File: src/rtl/exp3_gravador_memoria.sv
// exp3_gravador_memoria
// Write side of the Experience 3 sequence memory. Each rising edge of
// `gravar` records `chaves` into the next address of a 16x4 register array.
// A small control FSM sequences the writes. An independent combinational
// read port serves the compare datapath.
//
// Ports
//   clock            system clock, rising edge
//   reset            asynchronous, active-low
//   iniciar          starts a recording session (sampled in INICIAL / FIM)
//   gravar           record button, rising edge acts
//   chaves [3:0]     data to record
//   endereco_leitura read-port address
//   dado_leitura     mem[endereco_leitura], combinational
//   pronto           high while in FIM
//   ocupado          high in PREPARA, ESPERA, GRAVA, PROXIMO
//   db_endereco      current write address
//   db_ultimo_dado   last value captured from chaves
//   db_estado        state code
module exp3_gravador_memoria #(
  parameter int unsigned N_POSICOES = 16
) (
  input  logic       clock,
  input  logic       reset,
  input  logic       iniciar,
  input  logic       gravar,
  input  logic [3:0] chaves,
  input  logic [3:0] endereco_leitura,
  output logic [3:0] dado_leitura,
  output logic       pronto,
  output logic       ocupado,
  output logic [3:0] db_endereco,
  output logic [3:0] db_ultimo_dado,
  output logic [3:0] db_estado
);

  localparam int unsigned AW          = 4;
  localparam int unsigned DW          = 4;
  localparam int unsigned PROFUNDIDADE = 16;
  localparam logic [AW-1:0] ULTIMO    = AW'(N_POSICOES - 1);

  typedef enum logic [3:0] {
    INICIAL = 4'h0,
    PREPARA = 4'h1,
    ESPERA  = 4'h2,
    GRAVA   = 4'h3,
    PROXIMO = 4'h4,
    FIM     = 4'hF
  } estado_t;

  estado_t          estado;
  estado_t          estado_prox;
  logic             gravar_ant;
  logic             borda;
  logic [AW-1:0]    endereco;
  logic [DW-1:0]    dado;
  logic [DW-1:0]    mem [PROFUNDIDADE];

  // gravar_ant resets high so a button held through reset release is not an edge
  assign borda = gravar & ~gravar_ant;

  // Next-state decode
  always_comb begin
    estado_prox = estado;
    case (estado)
      INICIAL: if (iniciar) estado_prox = PREPARA;
      PREPARA: estado_prox = ESPERA;
      ESPERA:  if (borda) estado_prox = GRAVA;
      GRAVA:   estado_prox = (endereco == ULTIMO) ? FIM : PROXIMO;
      PROXIMO: estado_prox = ESPERA;
      FIM:     if (iniciar) estado_prox = PREPARA;
      default: estado_prox = INICIAL;
    endcase
  end

  // Control state, datapath registers and status outputs (decoded from next state
  // so they change together with db_estado)
  always_ff @(posedge clock or negedge reset) begin
    if (!reset) begin
      estado     <= INICIAL;
      gravar_ant <= 1'b1;
      endereco   <= '0;
      dado       <= '0;
      pronto     <= 1'b0;
      ocupado    <= 1'b0;
    end else begin
      estado     <= estado_prox;
      gravar_ant <= gravar;
      if (estado == PREPARA) endereco <= '0;
      else if (estado == PROXIMO) endereco <= endereco + AW'(1);
      if (estado == ESPERA && borda) dado <= chaves;
      pronto     <= (estado_prox == FIM);
      ocupado    <= (estado_prox == PREPARA) || (estado_prox == ESPERA) ||
                    (estado_prox == GRAVA)   || (estado_prox == PROXIMO);
    end
  end

  // Storage array; reset clears every entry, written only in GRAVA
  always_ff @(posedge clock or negedge reset) begin
    if (!reset) begin
      for (int i = 0; i < int'(PROFUNDIDADE); i++) mem[i] <= '0;
    end else if (estado == GRAVA) begin
      mem[endereco] <= dado;
    end
  end

  assign dado_leitura   = mem[endereco_leitura];
  assign db_endereco    = endereco;
  assign db_ultimo_dado = dado;
  assign db_estado      = estado;

endmodule

File: config.mk
export PLATFORM = sky130hd
export DESIGN_NAME = exp3_gravador_memoria
export DESIGN_NICKNAME = d
export VERILOG_FILES = /design/src/rtl/exp3_gravador_memoria.sv
export SDC_FILE = /design/constraint.sdc
export NUM_CORES = 1
export LEC_CHECK = 0
export BUFFER_PORTS_ARGS = -buffer_cell sky130_fd_sc_hd__buf_2
export CAP_MARGIN = 20
export CORE_MARGIN = 5
export CORE_UTILIZATION = 25
export CTS_CLUSTER_DIAMETER = 30
export DETAILED_ROUTE_END_ITERATION = 12
export GPL_TIMING_DRIVEN = 1
export PLACE_DENSITY = 0.49
export SLEW_MARGIN = 0
export SYNTH_ARGS = -nofsm -noshare
export SYNTH_HDL_FRONTEND = slang
export SYNTH_SLANG_ARGS = --single-unit
File: constraint.sdc
create_clock -name clock -period 2.4 [get_ports clock]
set_input_delay 0.12 -clock clock [delete_from_list [all_inputs] [get_ports clock]]
set_output_delay 0.12 -clock clock [all_outputs]
set_load 0.03 [all_outputs]
Word-level counts from Yosys, hierarchy flattened

Cells that the tools add are included.

Logic and storage cells: 62
Output and inout bits: 18
Register bits: 79
Input port bits: 12

Reduce and logical (&&, ||, !) cells: 9
Bitwise operators: 4
Eq/ne operators: 11
Add/sub/neg operators: 1
Magnitude comparators: 3
Muxes and demuxes: 12

Operators with widths:

| operator                                                              | count |
|---|---|
| 64-bit bitwise mux                                                    | 1 |
| 4-bit 2-to-1 mux                                                      | 8 |
| 4-bit binary-select mux with 4-bit select                             | 1 |
| 4-bit demux with 4-bit select                                         | 1 |
| 4-bit by 2-bit == test with 1-bit output (second input constant)      | 4 |
| 4-bit case mux with 4 select lines                                    | 1 |
| 4-bit == test (second input constant)                                 | 3 |
| 5-bit greater-or-equal comparator (second input constant)             | 2 |
| 4-bit inverter with 5-bit output                                      | 2 |
| 4-bit by 1-bit == test with 1-bit output (second input constant)      | 2 |
| 4-bit by 3-bit == test with 1-bit output (second input constant)      | 2 |
| 5-bit by 1-bit < comparator with 1-bit output (second input constant) | 1 |
| 4-bit by 1-bit adder with 4-bit output (second input constant)        | 1 |
| 4-bit logical NOT                                                     | 1 |
| 2-bit OR reduction                                                    | 2 |
| 1-bit logical OR                                                      | 3 |
| 1-bit logical AND                                                     | 2 |
| 2-bit nonzero test                                                    | 1 |
| 1-bit bitwise AND                                                     | 1 |
| 1-bit inverter                                                        | 1 |

Depth between registers and ports, before layout

Gate-level depths: netlist (run 1).

Depth in word-level cells: 8
Depth in mapped cells: 7

Least setup slack after synthesis (run 1)

Ideal clock, no wire load.

Kind: register to register
From: reg estado[1], in the netlist db_estado[1]
To: reg mem[0] in the netlist's numbering
Path slack: 0.647 ns
Cell stages (with the launch flop): 8
Data arrival time: 1.626 ns
Path buffers: 3
Cell sequence: dfrtp_1 buf_6 and2_4 buf_6 and3_4 buf_6 nand2_2 mux2_1

Longest elaborated chain between the ends: 1

Ends and longest elaborated chain:

| item                                     | line | source |
|---|---|---|
| start: declaration                       | 51   | `estado_t estado;` |
| start signal: assignment                 | 87   | `estado <= estado_prox;` |
| 4-bit by 2-bit == test with 1-bit output | 102  | `end else if (estado == GRAVA) begin` |
| end signal: indexed assignment           | 103  | `mem[endereco] <= dado;` |
| end: declaration                         | 57   | `logic [DW-1:0] mem [PROFUNDIDADE];` |

No other way between the ends.
A chain may end at the register's enable or synchronous reset.

Final worst setup path (run 1)

From: reg mem[49] in the netlist's numbering
To: out dado_leitura[1]

Longest elaborated chain between the ends: 3

Ends and longest elaborated chain:

| item                                                | line | source |
|---|---|---|
| 4-bit binary-select mux with 4-bit select           | 107  | `assign dado_leitura = mem[endereco_leitura];` |
| 4-bit 2-to-1 mux (not written as such) (2 in a row) | 107  |  |
| end: declaration                                    | 29   | `output logic [3:0] dado_leitura,` |

No other way between the ends. The select of a mux whose other input is x is not followed.

==> impl_metrics.tcl, run 1 <==
set metrics [dict create \
    grt_use_total_pct 10.49 \
    synthDistinctLibCells 36 \
    routed_wl_mm 8.677 \
    rsz0062_at_grt "no" \
    grt_overflow_total 0 \
    leakage_nw 2.075 \
    cts_tree "built" \
    initialDrtViolationCount 99 \
    cts_root_buf "clkbuf_16" \
    synth_top_area_share_pct 52.03 \
    wl_met1_mm 4.089 \
    p_total_mw 4.807 \
    grt_max_degree 53 \
    instances_no_fill 492 \
    start_kind "flop" \
    peakVddDrop_mv 0.6286 \
    synthesis.area_sq_um 3751 \
    finClkSkew_ps 7.851 \
    yosys.area.top_type "dfrtp_1" \
    cp_max_fo 2 \
    cp.depth 4 \
    post_cts_buffers 0 \
    drcViolationCount 0 \
    syn-instance-count 275 \
    synthFlopType "dfrtp_1" \
    cp_cell_sequence "mux4_2 > a22oi_1 > nand3_1 > buf_2" \
    port_buffers 29 \
    area_delta_synth_final_pct 16.81 \
    cts.htree.levels 3 \
    route.met3.wl_um 317 \
    grt_pass1_vias 2490 \
    top_layer "met4" \
    synth_warnings 0 \
    die_h_um 132.5 \
    place_hpwl_mm 6.049 \
    dieArea_sq_um 17550 \
    cts_sinks 79 \
    multi_input_area_sq_um 1672 \
    critPathBufInv 1 \
    p_per_area_nw_per_um2 1097 \
    avgSynthCellArea_sq_um 13.64 \
    placedCellCount 474 \
    fillers 1509 \
    hold_viol 0 \
    tightestPinTransition_ps 745.1 \
    post-route-min-period_ps 1894 \
    wire_per_inst_um 17.64 \
    yosys-top-cells-area "dfrtp_1, mux2_2, mux4_2" \
    required_ps 2280 \
    yosysSeqAreaShare_pct 52.74 \
    yosys_register_bits 79 \
    crit_type "reg2out" \
    n_antenna_cell 0 \
    start_util_pct 25.62 \
    status "complete, no violations" \
    rr_worst_depth 4 \
    post_drt_via_cell_ratio 4.744 \
    clock_latency_ps 340 \
    ios 30 \
    arrival_ps 1770 \
    wl_met2_mm 4.116 \
    grt_antenna_before_repair 0 \
    cts_buffer_depth 2 \
    synthArstFlopShare_pct 100.0 \
    grt_pass1_wl_mm 14.32 \
    num_rows 44 \
    ant_nets 0 \
    fp.dieW_um 132.5 \
    setup_tns_ps 0 \
    path_clk_slew_ps 60 \
    max_freq_mhz 527.9 \
    drv_cap 0 \
    drv_slew 0 \
    fin_crit_sh_pct 78.92 \
    nNetsFinal 319 \
    drive_above_1_share_pct 43.83 \
    slew-limit-headroom_pct 50.32 \
    cts_buffers 9 \
    gp_congestion 0.7580 \
    endpoint_kind "primary output" \
    hp-class "in2reg" \
    slowest_delay_ps 480 \
    vias 2334 \
    slowest_stage "mux4_2" \
    syn_nets 291 \
    dr.pass1.iters 4 \
    setup_viol_count_final 0 \
    seqCellArea_sq_um 1978 \
    synth_edf_count 0 \
    critPathTopFamily "multiplexers" \
    coreArea_sq_um 14640 \
    holdPathStages 2 \
]
[power breakdown]
| group | internal (mW) | total, mW | switching [mW] |
|---|---|---|---|
| registers | 1.68 | 2.17 | 0.487 |
| logic | 0.612 | 1.28 | 0.670 |
| clock network | 0.807 | 1.36 | 0.549 |
| total | 3.10 | 4.81 | 1.71 |
[through the flow]
step | util (%) | hold WS [ps] | area, sq um | setup slack, ps
after detailed placement | 27.77 | 220.4 | 4066 | 521.5
after global routing | 29.92 | 6.002 | 4382 | 407.6
after floorplan | - | -175.6 | 3751 | 646.6
after CTS | 29.92 | 2.817 | 4382 | 457.5
final | 29.92 | 11.33 | 4382 | 505.9
after global placement | 27.77 | 221.2 | 4066 | 502.3
[final cells by class]
type | count | share of cell area (%)
sequential | 79 | 45.15
inverter | 3 | 0.2570
clock inverter | 7 | 1.599
clock buffer | 9 | 5.140
timing repair buffer | 33 | 4.455
tap | 184 | 5.254
multi-input combinational | 177 | 38.15
[cells in the final DEF (no fill, tap or decap), types with 7 or more instances in the layout]
cell        n
mux2_2     63
dfrtp_1    78
buf_2      28
nor2_1      7
nand3_1    10
mux4_2     16
nand2_1    24
clkbuf_16   9
o21ai_0     7
[metal layers]
metal	vias to the layer above	GRT usage [%]
met5	-	0
met4	0	3.464
met3	14	2.658
met2	58	16.62
met1	1202	14.07
li1	1060	-
[state kept, by name, indices dropped and copies added, names as in the netlist]
name            cells
ocupado             1
mem                64
db_ultimo_dado      4
db_endereco         4
pronto              1
gravar_ant          1
db_estado           4
[timing repair]
| item | CTS | global route |
|---|---|---|
| hold buffers | 2 | 0 |
| gates resized for setup | 0 | 0 |
| hold endpoints to repair | 51 | 0 |
[worst paths after layout]
kind	startpoint	slack (ps)	endpoint
min in group asynchronous	reset	370	db_ultimo_dado[0]$_DFFE_PN0P_
hold / removal	chaves[3]	10	db_ultimo_dado[3]$_DFFE_PN0P_
hold reg to reg	mem[2]$_DFFE_PN0P_	490	mem[2]$_DFFE_PN0P_
setup reg to reg	db_estado[2]$_DFF_PN0_	630	mem[58]$_DFFE_PN0P_
max in group asynchronous	reset	1410	mem[63]$_DFFE_PN0P_
setup / recovery	mem[49]$_DFFE_PN0P_	510	dado_leitura[1]
[logic make-up after synthesis]
family	Yosys count	share of synthesized area [%]
flip-flops	79	52.74
multiplexers	85	30.29
buffers and inverters	19	2.702
AND/OR/NAND/NOR	64	8.606
adder cells (fa/ha/maj)	4	1.334
AO/OA/AOI/OAI	23	4.103
XOR/XNOR	1	0.2335
[synthesized netlist by cell type (all sizes together), types with 2 or more instances]
library cell	instances
a21oi	2
a22o	3
a22oi	5
a31oi	2
and2	2
and3	6
buf	7
clkbuf	9
dfrtp	78
ha	4
inv	3
mux2	68
mux4	16
nand2	28
nand3	10
nand4	2
nor2	8
nor2b	5
o21ai	7
Note: power is estimated with default switching activity, not from simulation.
==> run 2: changes to the inputs <==
==> constraint.sdc (replaced) <==
create_clock -name clock -period 1.8 [get_ports clock]
set_input_delay 0.09 -clock clock [delete_from_list [all_inputs] [get_ports clock]]
set_output_delay 0.09 -clock clock [all_outputs]
set_load 0.03 [all_outputs]
==> run 2 against run 1 <==
Compared with the run above:
- the flow now finishes with violations (negative setup slack)
- combinational power up 56%
- clock-buffer cell count grew 3
- register-to-register slack lost 460 ps
- flip-flop and latch count is the same
- via count shrank 1.0%
- die area did not move
- critical path type unchanged
==> impl_metrics.tcl, run 2 (synthesized netlist as in run 1, its figures left out) <==
set metrics [dict create \
    status "finished with violations" \
    violations "negative setup slack" \
    post_drt_via_cell_ratio 4.592 \
    required_ps 1710 \
    p_per_area_nw_per_um2 1443 \
    grt_pass1_vias 2534 \
    vias 2310 \
    clkPwrFrac_pct 26.8 \
    crit_type "reg2out" \
    slew-limit-headroom_pct 52.06 \
    hp-class "in2reg" \
    hold_viol 0 \
    cp_cell_sequence "mux4_2 > a22oi_2 > nand3_2 > buf_6" \
    instances_no_fill 503 \
    seqCellArea_sq_um 1978 \
    die_h_um 132.5 \
    clock_latency_ps 330 \
    hp-start "iniciar" \
    rsz0062_at_grt "yes" \
    endpoint_kind "primary output" \
    grt_overflow_total 0 \
    ios 30 \
    largest_reg_flops 64 \
    cts_root_buf "clkbuf_16" \
    area_delta_synth_final_pct 21.08 \
    post_cts_buffers 0 \
    drv_cap 0 \
    n_antenna_cell 0 \
    fp.dieW_um 132.5 \
    max_freq_mhz 548.9 \
    initialDrtViolationCount 161 \
    grt_max_degree 36 \
    dieArea_sq_um 17550 \
    place_area_sq_um 4131 \
    drcViolationCount 0 \
    num_rows 44 \
    cts_buffer_depth 2 \
    dr.pass1.iters 4 \
    power.switching_mw 2.333 \
    port_buffers 29 \
    power_frac_comb_pct 30.5 \
    grt_antenna_before_repair 0 \
    nNetsFinal 330 \
    start_kind "flop" \
    final_cell_mix "dfrtp_1, mux2_2, nand2_1, buf_2, mux4_2" \
    coreArea_sq_um 14640 \
    post-route-min-period_ps 1822 \
    arrival_ps 1730 \
    tightestPinTransition_ps 719.1 \
    worstSetupStartpoint "mem[52]$_DFFE_PN0P_" \
    grt_pass1_wl_mm 14.48 \
    final_cell_area_sq_um 4542 \
    routed_wl_mm 8.805 \
    finalWorstSetupSlack_ps -21.77 \
    slowest_stage "mux4_2" \
    slowest_delay_ps 500 \
    final_common_cell "dfrtp_1" \
    ant_nets 0 \
    path_clk_slew_ps 60 \
    fin_util_pct 31.01 \
    multi_input_area_sq_um 1702 \
    cp_max_fo 2 \
    drive_above_1_share_pct 46.39 \
    leakage_nw 2.150 \
    grt_use_total_pct 10.63 \
    setup_tns_ps -33.07 \
    pre_cts_ws_ps 177.0 \
    max_flop_register "mem" \
    wire_per_inst_um 17.50 \
    reg2reg_from "db_endereco[2]$_DFFE_PN0P_" \
    p_sw_share_pct 35.59 \
    placedCellCount 481 \
    finClkSkew_ps 8.520 \
    fillers 1492 \
    start_util_pct 25.62 \
    gp_congestion 0.7492 \
    fin_crit_sh_pct 101.2 \
    cts.htree.levels 3 \
    place_hpwl_mm 6.098 \
    internal_power_mw 4.221 \
    setup_viol_count_final 2 \
    seq_power_share_pct 42.6 \
    drv_slew 0 \
    cts_buffers 9 \
    cts_sinks 79 \
    peakVddDrop_mv 0.7898 \
    cts_tree "built" \
]
-- run 2: cell types whose count changed in the layout (fill, tap and decap cells not counted), sizes merged --
cell,before,now
clkinvlp,1,2
clkbuf,9,12
dlygate4sd3,2,6
clkinv,3,2
buf,31,38
inv,5,3
bufinv,1,0
-- run 2: critical path, delay by kind of cell, from the launching register on --
kind,cells,cell delay [ps]
AOI/OAI and AO/OA,1,210
muxes,1,500
buffers and inverters,1,160
DFF,1,410
and+or+nand+nor,1,120
-- run 2: repair_timing --
action / 4_1_cts / 5_1_grt
endpoints found under the hold margin: 31 / 0
hold buffers: 6 / 0
gates resized for setup: 12 / 3
pin swaps: 3 / 2
setup endpoints to repair: 3 / 4
-- run 2: metrics by stage --
step           power [mW]  hold slack (ps)
2_1_floorplan       4.075           -205.6
4_1_cts             6.643            113.0
6_report            6.554            136.2
5_1_grt             6.935            128.5
3_5_place_dp        4.787            53.08
3_3_place_gp        4.765            52.33
-- run 2: power by group through the flow --
stage | registers [mW] | logic [mW] | clock network (mW)
after floorplan | 2.79 | 1.29 | 0
after global placement | 2.83 | 1.93 | 0
after detailed placement | 2.84 | 1.95 | 0
after CTS | 2.81 | 2.02 | 1.82
after global routing | 2.88 | 2.18 | 1.87
final | 2.79 | 2.00 | 1.76
-- run 2: final timing paths --
path                                                 end  slack, ps  depth (start not counted)
hold / removal                    db_estado[2]$_DFF_PN0_        140                          3
max in group asynchronous            mem[58]$_DFFE_PN0P_        970                          3
setup / recovery                         dado_leitura[0]        -20                          4
min in group asynchronous  db_ultimo_dado[2]$_DFFE_PN0P_        230                          2
setup reg to reg                     mem[39]$_DFFE_PN0P_        170                          3
hold reg to reg                       mem[1]$_DFFE_PN0P_        490                          1
-- run 2: routing by layer --
layer	wire, um	GRT usage (%)	up-vias
met4	70	2.945	0
met5	0	0	-
met1	4428	14.65	1182
li1	-	-	1080
met3	271	3.113	6
met2	4034	16.36	42
-- run 2: final cells by class --
type                            instances  share of cell area (%)
Timing Repair Buffer                   44                   7.163
Multi-Input combinational cell        177                   37.47
Sequential cell                        79                   43.55
Tap cell                              184                   5.069
Clock inverter                          4                  0.6336
Clock buffer                           12                   5.868
Inverter                                3                  0.2479
